`src/rtl/wb_port_arbiter_pkg.sv`:
```
// rtl/wb_port_arbiter_pkg.sv - shared types and constants for the writeback port arbiter
package wb_port_arbiter_pkg;

    typedef enum logic [1:0] {
        ST_IDLE  = 2'd0,
        ST_HELD  = 2'd1,
        ST_FORCE = 2'd2
    } wb_state_e;

    localparam int unsigned REG_X0 = 0;

endpackage

```
`src/rtl/md_scoreboard.sv`:
```
// rtl/md_scoreboard.sv - single-entry MUL/DIV destination scoreboard with RAW/WAW hazard detect
module md_scoreboard
    import wb_port_arbiter_pkg::*;
#(
    parameter int RA_W = 5
) (
    input  logic            clk,
    input  logic            rst_n,
    input  logic            md_issue,
    input  logic [RA_W-1:0] md_issue_rd,
    input  logic            clr_valid,
    input  logic [RA_W-1:0] clr_rd,
    input  logic [RA_W-1:0] core_rs1,
    input  logic [RA_W-1:0] core_rs2,
    input  logic [RA_W-1:0] core_wb_rd,
    output logic            hazard,
    output logic            issue_block
);

    localparam logic [RA_W-1:0] X0 = RA_W'(REG_X0);

    logic            pend_valid;
    logic [RA_W-1:0] pend_rd;
    logic            clear;

    assign clear       = pend_valid && clr_valid && (clr_rd == pend_rd);
    // A second issue is only refused if the outstanding result is not retiring this cycle.
    assign issue_block = pend_valid && !clear;
    assign hazard      = pend_valid && (pend_rd != X0) &&
                         ((pend_rd == core_rs1) || (pend_rd == core_rs2) || (pend_rd == core_wb_rd));

    always_ff @(posedge clk or negedge rst_n) begin
        if (!rst_n) begin
            pend_valid <= 1'b0;
            pend_rd    <= '0;
        end else if (md_issue && !issue_block) begin
            pend_valid <= 1'b1;
            pend_rd    <= md_issue_rd;
        end else if (clear) begin
            pend_valid <= 1'b0;
        end
    end

endmodule

```
`src/rtl/wb_port_arbiter.sv`:
```
// rtl/wb_port_arbiter.sv - register-file write port arbiter between core and MUL/DIV unit
// Optional starvation guard (wait counter, FORCE drain) enabled by WB_STARVE_GUARD_EN.
module wb_port_arbiter
    import wb_port_arbiter_pkg::*;
#(
    parameter int WIDTH        = 32,
    parameter int RA_W         = 5,
    parameter int STARVE_LIMIT = 4
) (
    input  logic             clk,
    input  logic             rst_n,
    input  logic             core_wb_valid,
    input  logic [RA_W-1:0]  core_wb_rd,
    input  logic [WIDTH-1:0] core_wb_data,
    input  logic [RA_W-1:0]  core_rs1,
    input  logic [RA_W-1:0]  core_rs2,
    input  logic             md_issue,
    input  logic [RA_W-1:0]  md_issue_rd,
    input  logic             md_valid,
    input  logic [RA_W-1:0]  md_rd,
    input  logic [WIDTH-1:0] md_data,
    output logic             md_ready,
    output logic             rf_we,
    output logic [RA_W-1:0]  rf_waddr,
    output logic [WIDTH-1:0] rf_wdata,
    output logic             core_stall
);

    localparam logic [RA_W-1:0] X0 = RA_W'(REG_X0);

    wb_state_e        state;
    logic             hold_valid;
    logic [RA_W-1:0]  hold_rd;
    logic [WIDTH-1:0] hold_data;

`ifdef WB_STARVE_GUARD_EN
    localparam int CNT_W = $clog2(STARVE_LIMIT + 1);
    logic [CNT_W-1:0] wait_cnt;
`endif

    logic hazard, issue_block;
    logic transfer, md_to_x0, core_busy;
    logic bypass, drain, discard;
    logic clr_valid;
    logic [RA_W-1:0] clr_rd;

    assign md_ready  = !hold_valid;
    assign transfer  = md_valid && md_ready;
    assign md_to_x0  = (md_rd == X0);
    // A hazard-stalled core has its write dropped, so it does not occupy the port.
    assign core_busy = core_wb_valid && (core_wb_rd != X0) && !hazard;
    assign bypass    = transfer && !md_to_x0 && !core_busy;
    assign discard   = transfer && md_to_x0;
    assign drain     = ((state == ST_HELD) && !core_busy) || (state == ST_FORCE);

    assign clr_valid  = drain || bypass || discard;
    assign clr_rd     = drain ? hold_rd : md_rd;
    assign core_stall = hazard || (md_issue && issue_block) || (state == ST_FORCE);

    md_scoreboard #(.RA_W(RA_W)) u_scoreboard (
        .clk         (clk),
        .rst_n       (rst_n),
        .md_issue    (md_issue),
        .md_issue_rd (md_issue_rd),
        .clr_valid   (clr_valid),
        .clr_rd      (clr_rd),
        .core_rs1    (core_rs1),
        .core_rs2    (core_rs2),
        .core_wb_rd  (core_wb_rd),
        .hazard      (hazard),
        .issue_block (issue_block)
    );

    always_comb begin
        rf_we    = 1'b0;
        rf_waddr = '0;
        rf_wdata = '0;
        if (drain) begin
            rf_we    = 1'b1;
            rf_waddr = hold_rd;
            rf_wdata = hold_data;
        end else if (bypass) begin
            rf_we    = 1'b1;
            rf_waddr = md_rd;
            rf_wdata = md_data;
        end else if (core_wb_valid && !core_stall && (core_wb_rd != X0)) begin
            rf_we    = 1'b1;
            rf_waddr = core_wb_rd;
            rf_wdata = core_wb_data;
        end
        if (!rst_n) begin
            rf_we = 1'b0;
        end
    end

    always_ff @(posedge clk or negedge rst_n) begin
        if (!rst_n) begin
            state      <= ST_IDLE;
            hold_valid <= 1'b0;
            hold_rd    <= '0;
            hold_data  <= '0;
`ifdef WB_STARVE_GUARD_EN
            wait_cnt   <= '0;
`endif
        end else begin
            case (state)
                ST_IDLE: begin
                    if (transfer && !md_to_x0 && core_busy) begin
                        state      <= ST_HELD;
                        hold_valid <= 1'b1;
                        hold_rd    <= md_rd;
                        hold_data  <= md_data;
`ifdef WB_STARVE_GUARD_EN
                        wait_cnt   <= '0;
`endif
                    end
                end
                ST_HELD: begin
                    if (drain) begin
                        state      <= ST_IDLE;
                        hold_valid <= 1'b0;
                    end else begin
`ifdef WB_STARVE_GUARD_EN
                        if (wait_cnt != CNT_W'(STARVE_LIMIT)) begin
                            wait_cnt <= wait_cnt + 1'b1;
                        end
                        if (int'(wait_cnt) >= STARVE_LIMIT - 1) begin
                            state <= ST_FORCE;
                        end
`endif
                    end
                end
                ST_FORCE: begin
                    state      <= ST_IDLE;
                    hold_valid <= 1'b0;
                end
                default: begin
                    state      <= ST_IDLE;
                    hold_valid <= 1'b0;
                end
            endcase
        end
    end

endmodule

```
`config.mk`:
```
export PLATFORM = sky130hd
export DESIGN_NAME = wb_port_arbiter
export DESIGN_NICKNAME = d
export VERILOG_FILES = /design/src/rtl/wb_port_arbiter_pkg.sv /design/src/rtl/md_scoreboard.sv /design/src/rtl/wb_port_arbiter.sv
export SDC_FILE = /design/constraint.sdc
export NUM_CORES = 1
export LEC_CHECK = 0
export CORE_ASPECT_RATIO = 1.4
export CORE_MARGIN = 2
export CORE_UTILIZATION = 35
export CTS_CLUSTER_DIAMETER = 40
export DETAILED_ROUTE_END_ITERATION = 10
export PLACE_DENSITY_LB_ADDON = 0.25
export SETUP_SLACK_MARGIN = 0.1
export SYNTH_ARGS = -nofsm -noshare
export SYNTH_HDL_FRONTEND = slang
export SYNTH_HIERARCHICAL = 1
export SYNTH_SLANG_ARGS = --single-unit
```
`constraint.sdc`:
```
create_clock -name clk -period 10.68 [get_ports clk]
set_input_delay 2.136 -clock clk [delete_from_list [all_inputs] [get_ports clk]]
set_output_delay 2.136 -clock clk [all_outputs]
set_load 0.1 [all_outputs]
```
==> metrics.md, run 1 <==
| Metric | Value |
|---|---|
| Wire per inst | 16.3 um |
| WP data required | 8540 ps |
| First-pass GRT wire length | 13700 um |
| Clock skew | 7.00 ps |
| Top cell type's share of synthesized area | 0.345 |
| Critical path startpoint | core_wb_rd[3] |
| Synth Flop Type | dfrtp_1 |
| Clock buffer depth | 2 |
| Avg Cell Area, Syn | 10.1 um2 |
| Utilization after layout | 0.528 |
| Final Cycle Share | 0.905 |
| # port buffers | 133 |
| Vias | 2934 |
| Slew headroom | 0.197 |
| Crit Reg-Reg Startpoint | u_scoreboard/pend_rd[1] |
| Count of final hold-check violations | 0 |
| TritonCTS clock tree | yes |
| Worst slew pin tran | 1200 ps |
| #FFs+latches synth | 44 |
| HP Class | reg -> reg |
| Power Dens Cells | 181 nW/um2 |
| Synth cell types | 42 |
| Crit path DAT | 7530 ps |
| Worst-Skew Late Latency | 280 ps |
| CTS H-tree depth | 2 |
| Post-CTS setup buffers | 0 |
| Total congestion overflow | 0 |
| Post-CTS Resized | 0 |
| Fraction of layout cells with a size suffix above 1 | 0.127 |
| Pleak | 1.82 nW |
| P&R area growth vs syn | 47.6% |
| Clock buffers created by TritonCTS | 5 |
| Final setup violating endpoints | 0 |
| Cells after synthesis | 315 |
| Inst Count DP | 531 |
| Kind of critical path | in -> out |
| Core Rows | 41 |
| Die Wd | 84.7 um |
| Max FO, Critical Path | 34 |
| Min-delay src | hold_data[6] |
| Area leader, netlist | dfrtp_1 |
| DP Area | 4550 um2 |
| Outcome | finished clean |
| Unrepaired setup endpoints after global routing | no |
| HPWL Detailed | 6470 um |
| Clk sinks | 44 |
| Die Y | 117 um |
| Most common cell after layout, fill and taps aside | clkdlybuf4s50_1 |
| Dpl ws | 1020 ps |
| Routability-driven placement congestion ratio | 0.885 |
| WHS | 488 ps |
| Final WS setup | 1010 ps |
| Total Wirelength | 8810 um |
| DR pass1 iterations | 4 |
| Post-Syn Area | 3190 um2 |
| Area of the core | 8930 um2 |
| Initial Utilization | 0.358 |
| Minimum clock period | 9670 ps |
| VDD IR-drop max | 0.0831 mV |
| GRT Util Overall | 0.172 |
| Final Instance Area | 4710 um2 |
| Io pins | 134 |
| Drt initial violations | 110 |
| Setup crit start kind | input port |
| Async S/R FF share, synth | 1.00 |
| Largest net degree at the start of global routing | 46 |
| Worst Setup End Kind | output port |
| Drt drc | 0 |
| Clock Tree Root | clkbuf_16 |
| # nets final | 525 |
| Sequential fraction of the synthesis area | 0.345 |
| Number of flops mapped to enable cells by yosys | 0 |
| Most frequent cells in the layout | clkdlybuf4s50_1 (132), dfrtp_1 (44), nor2_1 (37) |
| Initial antenna violation count | 0 |
| Largest cells by area after synthesis | dfrtp_1 (34%), mux2_4 (14%), a32oi_1 (9.3%) |
| Fin. max-slew vios | 0 |
| Vias in the first global route | 2950 |
| N_diodes | 0 |
| Post-route ant nets | 0 |
| CTS Hold Bufs | 0 |
| Max-cap violations | 0 |
| Synthesized Nets | 409 |
| Vias per cell | 5.44 |
| Post-Route Setup TNS | 0 ps |
| Die area | 9910 um2 |
| Peak Freq | 0.103 GHz |
| Yosys warning total | 6 |
| Clock transition at path regs | 60 ps |
| Non-filler cells in the finished layout | 539 |
| Total Power | 0.853 mW |
-- power by group --
| group | internal, mW | switching, mW | total [mW] |
|---|---|---|---|
| Sequential | 0.212 | 0.0283 | 0.240 |
| Clock | 0.110 | 0.0602 | 0.170 |
| Combinational | 0.160 | 0.283 | 0.443 |
-- cell type report --
class,count,area (um2)
clock inverters,2,35.0
fillers,837,4220
clock buffers,6,129
flip-flops and latches,44,1100
inverters,4,15.0
well taps,107,134
multi-input cells,239,1940
repair buffers,137,1360
-- cell usage after synthesis (4+ instances only) --
cell type	count
a21oi_1	35
dfrtp_1	44
a32oi_1	34
o211ai_1	10
nor2_1	37
xor2_1	9
nand2b_1	10
xnor2_1	7
mux2_4	30
nand2_1	16
clkbuf_1	15
mux2_1	7
xnor2_4	4
buf_6	7
inv_1	4
a22oi_1	4
-- routing by layer --
metal	routed length, um	part of all wire	GRT usage
met5	0	0	0
met4	201	0.023	0.0667
met3	519	0.059	0.0372
met2	4640	0.53	0.323
met1	3450	0.39	0.190
-- path summary, 6_finish.rpt --
kind / endpoint / slack [ps] / depth (start not counted)
worst min register to register: hold_data[6] / 490 / 1
max in group asynchronous: hold_data[20] / 8360 / 2
worst max register to register: hold_data[5] / 7060 / 7
min in group asynchronous: hold_data[3] / 1930 / 2
worst min-delay path: hold_data[6] / 490 / 1
worst max-delay path: rf_wdata[16] / 1010 / 18
-- worst max-delay path: stages --
cell and delay [ps]:
clkdlybuf4s50_1 560, xor2_1 180, nor3_1 70, nand3_1 70, a31oi_1 120, nand2b_1 270
a22oi_2 290, buf_4 360, mux2i_1 270, inv_1 70, xnor2_1 130, nand2_1 190
o21a_4 300, a221oi_4 720, buf_4 350, a32oi_1 80, a21oi_1 210, clkdlybuf4s50_1 1150
-- logic make-up (layout without fill, tap and decap cells) --
| kind of cell | after synthesis | in the layout | synth area share |
|---|---|---|---|
| compound gates | 98 | 98 | 0.218 |
| xor+xnor | 20 | 20 | 0.0784 |
| buf+inv | 32 | 149 | 0.0572 |
| flops | 44 | 44 | 0.345 |
| mux | 39 | 39 | 0.172 |
| simple gates | 82 | 82 | 0.130 |
-- registers in the layout (all words and copies together), names as in the netlist --
name                     count
hold_data                   32
hold_valid                   1
u_scoreboard/pend_valid      1
hold_rd                      5
u_scoreboard/pend_rd         5
Power figures use the tool's default switching activity.
==> inputs of run 2 (changes only) <==
--- a/constraint.sdc
+++ b/constraint.sdc
@@ -3,2 +3,2 @@
 set_output_delay 2.136 -clock clk [all_outputs]
-set_load 0.1 [all_outputs]
+set_load 0.05 [all_outputs]
==> run 2 against run 1 <==
Against the previous run: non-clock buffer count grew 1; die area is the same; sequential power is essentially flat; largest power group unchanged; highest routed layer unchanged.
==> metrics.md, run 2 (synthesis results as in run 1) <==
| Metric | Value |
|---|---|
| Total Wirelength | 8950 um (+1.6%) |
| Vias in the first global route | 2953 (+0.10%) |
| P&R area growth vs syn | 46.8% |
| Minimum clock period | 9340 ps (-326 ps) |
| Fillers | 854 (+2.0%) |
| VDD IR-drop max | 0.0828 mV (-0.39%) |
| CTS H-tree depth | 2 (unchanged) |
| Post-route ant nets | 0 (unchanged) |
| Largest net degree at the start of global routing | 46 (unchanged) |
| Initial Utilization | 0.358 (unchanged) |
| Clock buffer depth | 2 (unchanged) |
| Total congestion overflow | 0 (unchanged) |
| Post-CTS Resized | 0 (unchanged) |
| Total Power | 0.729 mW (-15%) |
| Most common cell after layout, fill and taps aside | clkdlybuf4s50_1 |
| Peak Freq | 0.107 GHz (+3.5%) |
| Core Rows | 41 (unchanged) |
| Wire per inst | 16.6 um (+1.6%) |
| Area of the core | 8930 um2 (unchanged) |
| DR pass1 iterations | 5 (+1) |
| Routability-driven placement congestion ratio | 0.846 (-4.5%) |
| Register area | 1100 um2 (unchanged) |
| Drt initial violations | 144 (+31%) |
| Max FFs per register | 32 (unchanged) |
| Non-filler cells in the finished layout | 539 (unchanged) |
| Die area | 9910 um2 (unchanged) |
| Most frequent cells in the layout | clkdlybuf4s50_1 (132), dfrtp_1 (44), nor2_1 (37) |
| Post-CTS setup buffers | 0 (unchanged) |
| Vias per cell | 5.38 (-1.1%) |
| Io pins | 134 (unchanged) |
| Slew headroom | 0.173 (-0.0233) |
| Die Y | 117 um (unchanged) |
| Min-Delay Path Depth | 1 (unchanged) |
| Unrepaired setup endpoints after global routing | no |
| First-pass GRT wire length | 14400 um (+5.2%) |
| Initial antenna violation count | 0 (unchanged) |
| Final Cycle Share | 0.875 (-0.0305) |
| Worst slew pin tran | 1240 ps (+34.9 ps) |
| R2R depth | 12 (+5) |
| Worst Setup End Kind | output port |
| Drt drc | 0 (unchanged) |
| Clock skew | 4.99 ps (-2.00 ps) |
| Multi-input gate area | 1940 um2 (unchanged) |
| Final Instance Area | 4690 um2 (-0.48%) |
| Power Dens Cells | 155 nW/um2 (-14%) |
| Max FO, Critical Path | 39 (+15%) |
| HPWL Detailed | 6630 um (+2.3%) |
| DP Area | 4550 um2 (+0.17%) |
| Count of final hold-check violations | 0 (unchanged) |
| Clk sinks | 44 (unchanged) |
| WP data required | 8540 ps (about the same) |
| Clock Tree Root | clkbuf_16 |
| # port buffers | 133 (unchanged) |
| N_diodes | 0 (unchanged) |
| HP Class | reg -> reg |
| GRT Util Overall | 0.179 (+0.00650) |
| Outcome | finished clean |
| Die Wd | 84.7 um (unchanged) |
| Clock buffers created by TritonCTS | 5 (unchanged) |
| Pleak | 1.81 nW (-0.49%) |
| Clock transition at path regs | 60 ps (about the same) |
| CTS Hold Bufs | 0 (unchanged) |
| Biggest register | hold_data |
| # nets final | 526 (+0.19%) |
| Inst Count DP | 532 (+0.19%) |
| Fraction of layout cells with a size suffix above 1 | 0.127 (unchanged) |
| Crit path DAT | 7210 ps (-320 ps) |
| Vias | 2902 (-1.1%) |
| Post-Route Setup TNS | 0 ps (unchanged) |
| Final setup violating endpoints | 0 (unchanged) |
| Top Registers | hold_data (32), hold_rd (5), u_scoreboard/pend_rd (5) |
| TritonCTS clock tree | yes |
| Utilization after layout | 0.525 (-0.00252) |
| Worst-Skew Late Latency | 280 ps (about the same) |
| Setup crit start kind | input port |
| Fin. max-slew vios | 0 (unchanged) |
| Max-cap violations | 0 (unchanged) |
| Kind of critical path | in -> out |
[run 2: changes by cell type in the layout (fill, tap and decap cells not counted)]
| cell | previous run | this run |
|---|---|---|
| buf_4 | 4 | 5 |
| bufinv_16 | 1 | 0 |
[run 2: final timing paths]
kind / startpoint / endpoint / slack (ps)
setup reg to reg: u_scoreboard/pend_rd[1] / u_scoreboard/pend_valid / 7090
setup / recovery: core_wb_rd[0] / rf_wdata[0] / 1340
min in group asynchronous: rst_n / hold_data[8] / 1930
hold / removal: hold_data[6] / hold_data[6] / 490
max in group asynchronous: rst_n / hold_data[26] / 8350
hold reg to reg: hold_data[6] / hold_data[6] / 490
[run 2: metal layers]
layer / share of wire / up-vias / track usage / wire length (um)
met5: 0 / - / 0 / 0
met4: 0.011 / 0 / 0.0677 / 102
met3: 0.054 / 6 / 0.0316 / 484
met2: 0.54 / 98 / 0.315 / 4840
met1: 0.39 / 1400 / 0.218 / 3520
li1: - / 1398 / - / -
[run 2: critical path, stage by stage]
cell and delay [ps]:
clkdlybuf4s50_1 550, xor2_1 170, nor3_1 70, nand3_1 60, a31oi_1 110, nand2b_1 260, a22oi_2 290, buf_4 380
nand2b_1 190, nand2_1 130, xnor2_4 190, nand4_4 160, o21a_4 290, a221oi_4 740, buf_4 360, a32oi_1 80
a21oi_1 220, clkdlybuf4s50_1 820
[run 2: cell type report]
cell class                      instances  share of cell area
Clock buffer                            6              0.0275
Sequential cell                        44               0.235
Multi-Input combinational cell        239               0.414
Clock inverter                          1             0.00107
Inverter                                4             0.00320
Tap cell                              107              0.0286
Timing Repair Buffer                  138               0.291
[run 2: report_power, final]
| part | switching [mW] | leakage [nW] | internal (mW) |
|---|---|---|---|
| logic | 0.184 | 1.24 | 0.160 |
| registers | 0.0297 | 0.501 | 0.212 |
| clock network | 0.0571 | 0.0667 | 0.0849 |
| total | 0.271 | 1.81 | 0.457 |
[run 2: through the flow]
stage | hold WS [ps] | worst slack (ps)
3_5_place_dp | 480 | 1320
2_1_floorplan | 459 | 2620
3_3_place_gp | 469 | 1470
6_report | 489 | 1340
4_1_cts | 495 | 1320
5_1_grt | 511 | 926
==> inputs of run 3 (changes only) <==
CAP_MARGIN = 25   (was default)
CTS_CLUSTER_DIAMETER = default   (was 40)
GPL_TIMING_DRIVEN = 0   (was default)
==> run 3 against run 2 <==
Against the previous run: count of clock-buffer cells in the layout stayed put; cell count is 4.6% higher; setup slack worse by 500 ps; routed wire length is 6.1% higher; via count is 4.4% higher; clock power is 27% higher; utilization is 1.8 points higher; largest power group unchanged; die area stayed put.
==> metrics.md, run 3 (synthesis results as in run 1) <==
| Metric | Value |
|---|---|
| Vias per cell | 5.37 (-0.25%) |
| Most common cell after layout, fill and taps aside | clkdlybuf4s50_1 |
| HPWL Detailed | 7230 um (+9.0%) |
| CTS H-tree depth | 2 (unchanged) |
| HP Class | reg -> reg |
| Post-Route Setup TNS | 0 ps (unchanged) |
| Unrepaired setup endpoints after global routing | no |
| Worst Setup End Kind | output port |
| Total Power | 0.775 mW (+6.4%) |
| Initial Utilization | 0.358 (unchanged) |
| Total Wirelength | 9500 um (+6.1%) |
| # nets final | 550 (+4.6%) |
| Post-CTS Resized | 0 (unchanged) |
| Post-route ant nets | 0 (unchanged) |
| Drt initial violations | 119 (-17%) |
| Final Cycle Share | 0.921 (+0.0467) |
| Clock buffer depth | 2 (unchanged) |
| Count of final hold-check violations | 0 (unchanged) |
| Fraction of layout cells with a size suffix above 1 | 0.133 (+0.00616) |
| WP data required | 8540 ps (about the same) |
| Non-filler cells in the finished layout | 564 (+4.6%) |
| DR pass1 iterations | 4 (-1) |
| Crit Reg-Reg Startpoint | u_scoreboard/pend_rd[1] |
| Clk sinks | 44 (unchanged) |
| Vias in the first global route | 3130 (+6.0%) |
| Kind of critical path | in -> out |
| Inst Count DP | 556 (+4.5%) |
| Clock buffers created by TritonCTS | 5 (unchanged) |
| Crit-path cells | clkdlybuf4s50_1 -> xor2_1 -> nor3_1 -> nand3_1 -> a31oi_1 -> nand2b_1 -> a22oi_1 -> clkbuf_1 -> clkbuf_1 -> nand2_1 -> nand2_1 -> xnor2_4 -> nand4_4 -> o21a_4 -> a221oi_1 -> clkbuf_1 -> a32oi_1 -> a21oi_1 -> clkdlybuf4s50_1 |
| Routability-driven placement congestion ratio | 0.789 (-6.7%) |
| Clock Tree Root | clkbuf_16 |
| Power Dens Cells | 160 nW/um2 (+2.8%) |
| Internal | 0.494 mW (+8.0%) |
| Die area | 9910 um2 (unchanged) |
| Peak Freq | 0.102 GHz (-5.1%) |
| Top Registers | hold_data (32), hold_rd (5), u_scoreboard/pend_rd (5) |
| N_diodes | 0 (unchanged) |
| GRT Util Overall | 0.196 (+0.0177) |
| Worst slew pin tran | 913 ps (-326 ps) |
| Clock skew | 3.41 ps (-1.58 ps) |
| Post-CTS setup buffers | 0 (unchanged) |
| Worst stage delay on the critical path | 850 ps (+30 ps) |
| Clock transition at path regs | 60 ps (about the same) |
| Met3 usage | 0.0365 (+0.00491) |
| NetSw | 0.281 mW (+3.7%) |
| M1 GR Usage | 0.225 (+0.00670) |
| Gate power share | 0.458 (-0.015) |
| VDD IR-drop max | 0.0856 mV (+3.3%) |
| Max-cap violations | 0 (unchanged) |
| Initial antenna violation count | 0 (unchanged) |
| Io pins | 134 (unchanged) |
| Core Rows | 41 (unchanged) |
| CP max stage cell | clkdlybuf4s50_1 |
| Met2 usage | 0.370 (+0.0541) |
| # port buffers | 133 (unchanged) |
| Die Wd | 84.7 um (unchanged) |
| Wire per inst | 16.8 um (+1.4%) |
| Multi-input gate area | 1910 um2 (-1.6%) |
| Min-delay src | hold_data[2] |
| Max FFs per register | 32 (unchanged) |
| WHS | 489 ps (+0.0160 ps) |
| First-pass GRT wire length | 15500 um (+7.4%) |
| Register share of total power | 0.309 (-0.023) |
| Most frequent cells in the layout | clkdlybuf4s50_1 (132), dfrtp_1 (44), nor2_1 (37) |
| Grt peak-use layer | met2 |
| Max FO, Critical Path | 10 (-74%) |
| Fillers | 865 (+1.3%) |
| Largest net degree at the start of global routing | 34 (-26%) |
| Setup crit start kind | input port |
| Register area | 1100 um2 (unchanged) |
| Fin. max-slew vios | 0 (unchanged) |
| Clk pwr share | 0.234 (+0.039) |
| Total congestion overflow | 0 (unchanged) |
| Final setup violating endpoints | 0 (unchanged) |
| P&R area growth vs syn | 51.9% |
| R2R Setup Slk | 6860 ps (-230 ps) |
| Switching Share | 0.363 (-0.00940) |
| Utilization after layout | 0.543 (+0.0182) |
| Crit-path most repeated cell | clkbuf_1 |
| CTS Hold Bufs | 0 (unchanged) |
| Crit path DAT | 7710 ps (+500 ps) |
| Vias | 3029 (+4.4%) |
| Critical path startpoint | core_wb_rd[3] |
| Slew headroom | 0.391 (+0.218) |
| Outcome | finished clean |
| Drt drc | 0 (unchanged) |
| Area of the core | 8930 um2 (unchanged) |
| Worst-Skew Late Latency | 290 ps (about the same) |
| Die Y | 117 um (unchanged) |
| Biggest register | hold_data |
| Pleak | 1.89 nW (+4.3%) |
| Minimum clock period | 9840 ps (+499 ps) |
| TritonCTS clock tree | yes |
==> run 3: stage by stage <==
step | setup WS, ps | area (um2)
2_1_floorplan | 2620 | 3190
6_report | 838 | 4850
3_5_place_dp | 814 | 4670
5_1_grt | 269 | 4850
3_3_place_gp | 835 | 4660
4_1_cts | 784 | 4850
==> run 3: layout make-up <==
class	count	area share
plain buffers	28	0.0346
clock buffers	6	0.0286
clock inverters	2	0.00800
well taps	107	0.0276
inverters	4	0.00310
flip-flops and latches	44	0.227
repair buffers	134	0.278
multi-input cells	239	0.393
==> run 3: worst max-delay path: cells and delay by family <==
| kind | cells | cell delay [ps] |
|---|---|---|
| AND/OR/NAND/NOR | 6 | 820 |
| AO/OA/AOI/OAI | 6 | 1700 |
| buffers and inverters | 5 | 2730 |
| XOR/XNOR | 2 | 300 |
==> run 3: power groups by stage <==
stage	clock [mW]	combinational, mW	sequential [mW]
after floorplan	0	0.237	0.233
after detailed placement	0	0.356	0.241
final	0.181	0.355	0.239
after CTS	0.187	0.358	0.239
after global placement	0	0.352	0.238
after global routing	0.195	0.377	0.245
==> run 3: routing by layer <==
metal / routed length, um / vias to the layer above
li1: - / 1445
met1: 3810 / 1482
met2: 5140 / 95
met3: 435 / 7
met4: 110 / 0
met5: 0 / -
==> run 3: final timing paths <==
kind	depth (start not counted)	endpoint
worst max-delay path	19	rf_wdata[25]
max in group asynchronous	2	hold_rd[4]
worst max register to register	14	u_scoreboard/pend_valid
min in group asynchronous	1	hold_data[9]
worst min register to register	1	hold_data[2]
worst min-delay path	1	hold_data[2]
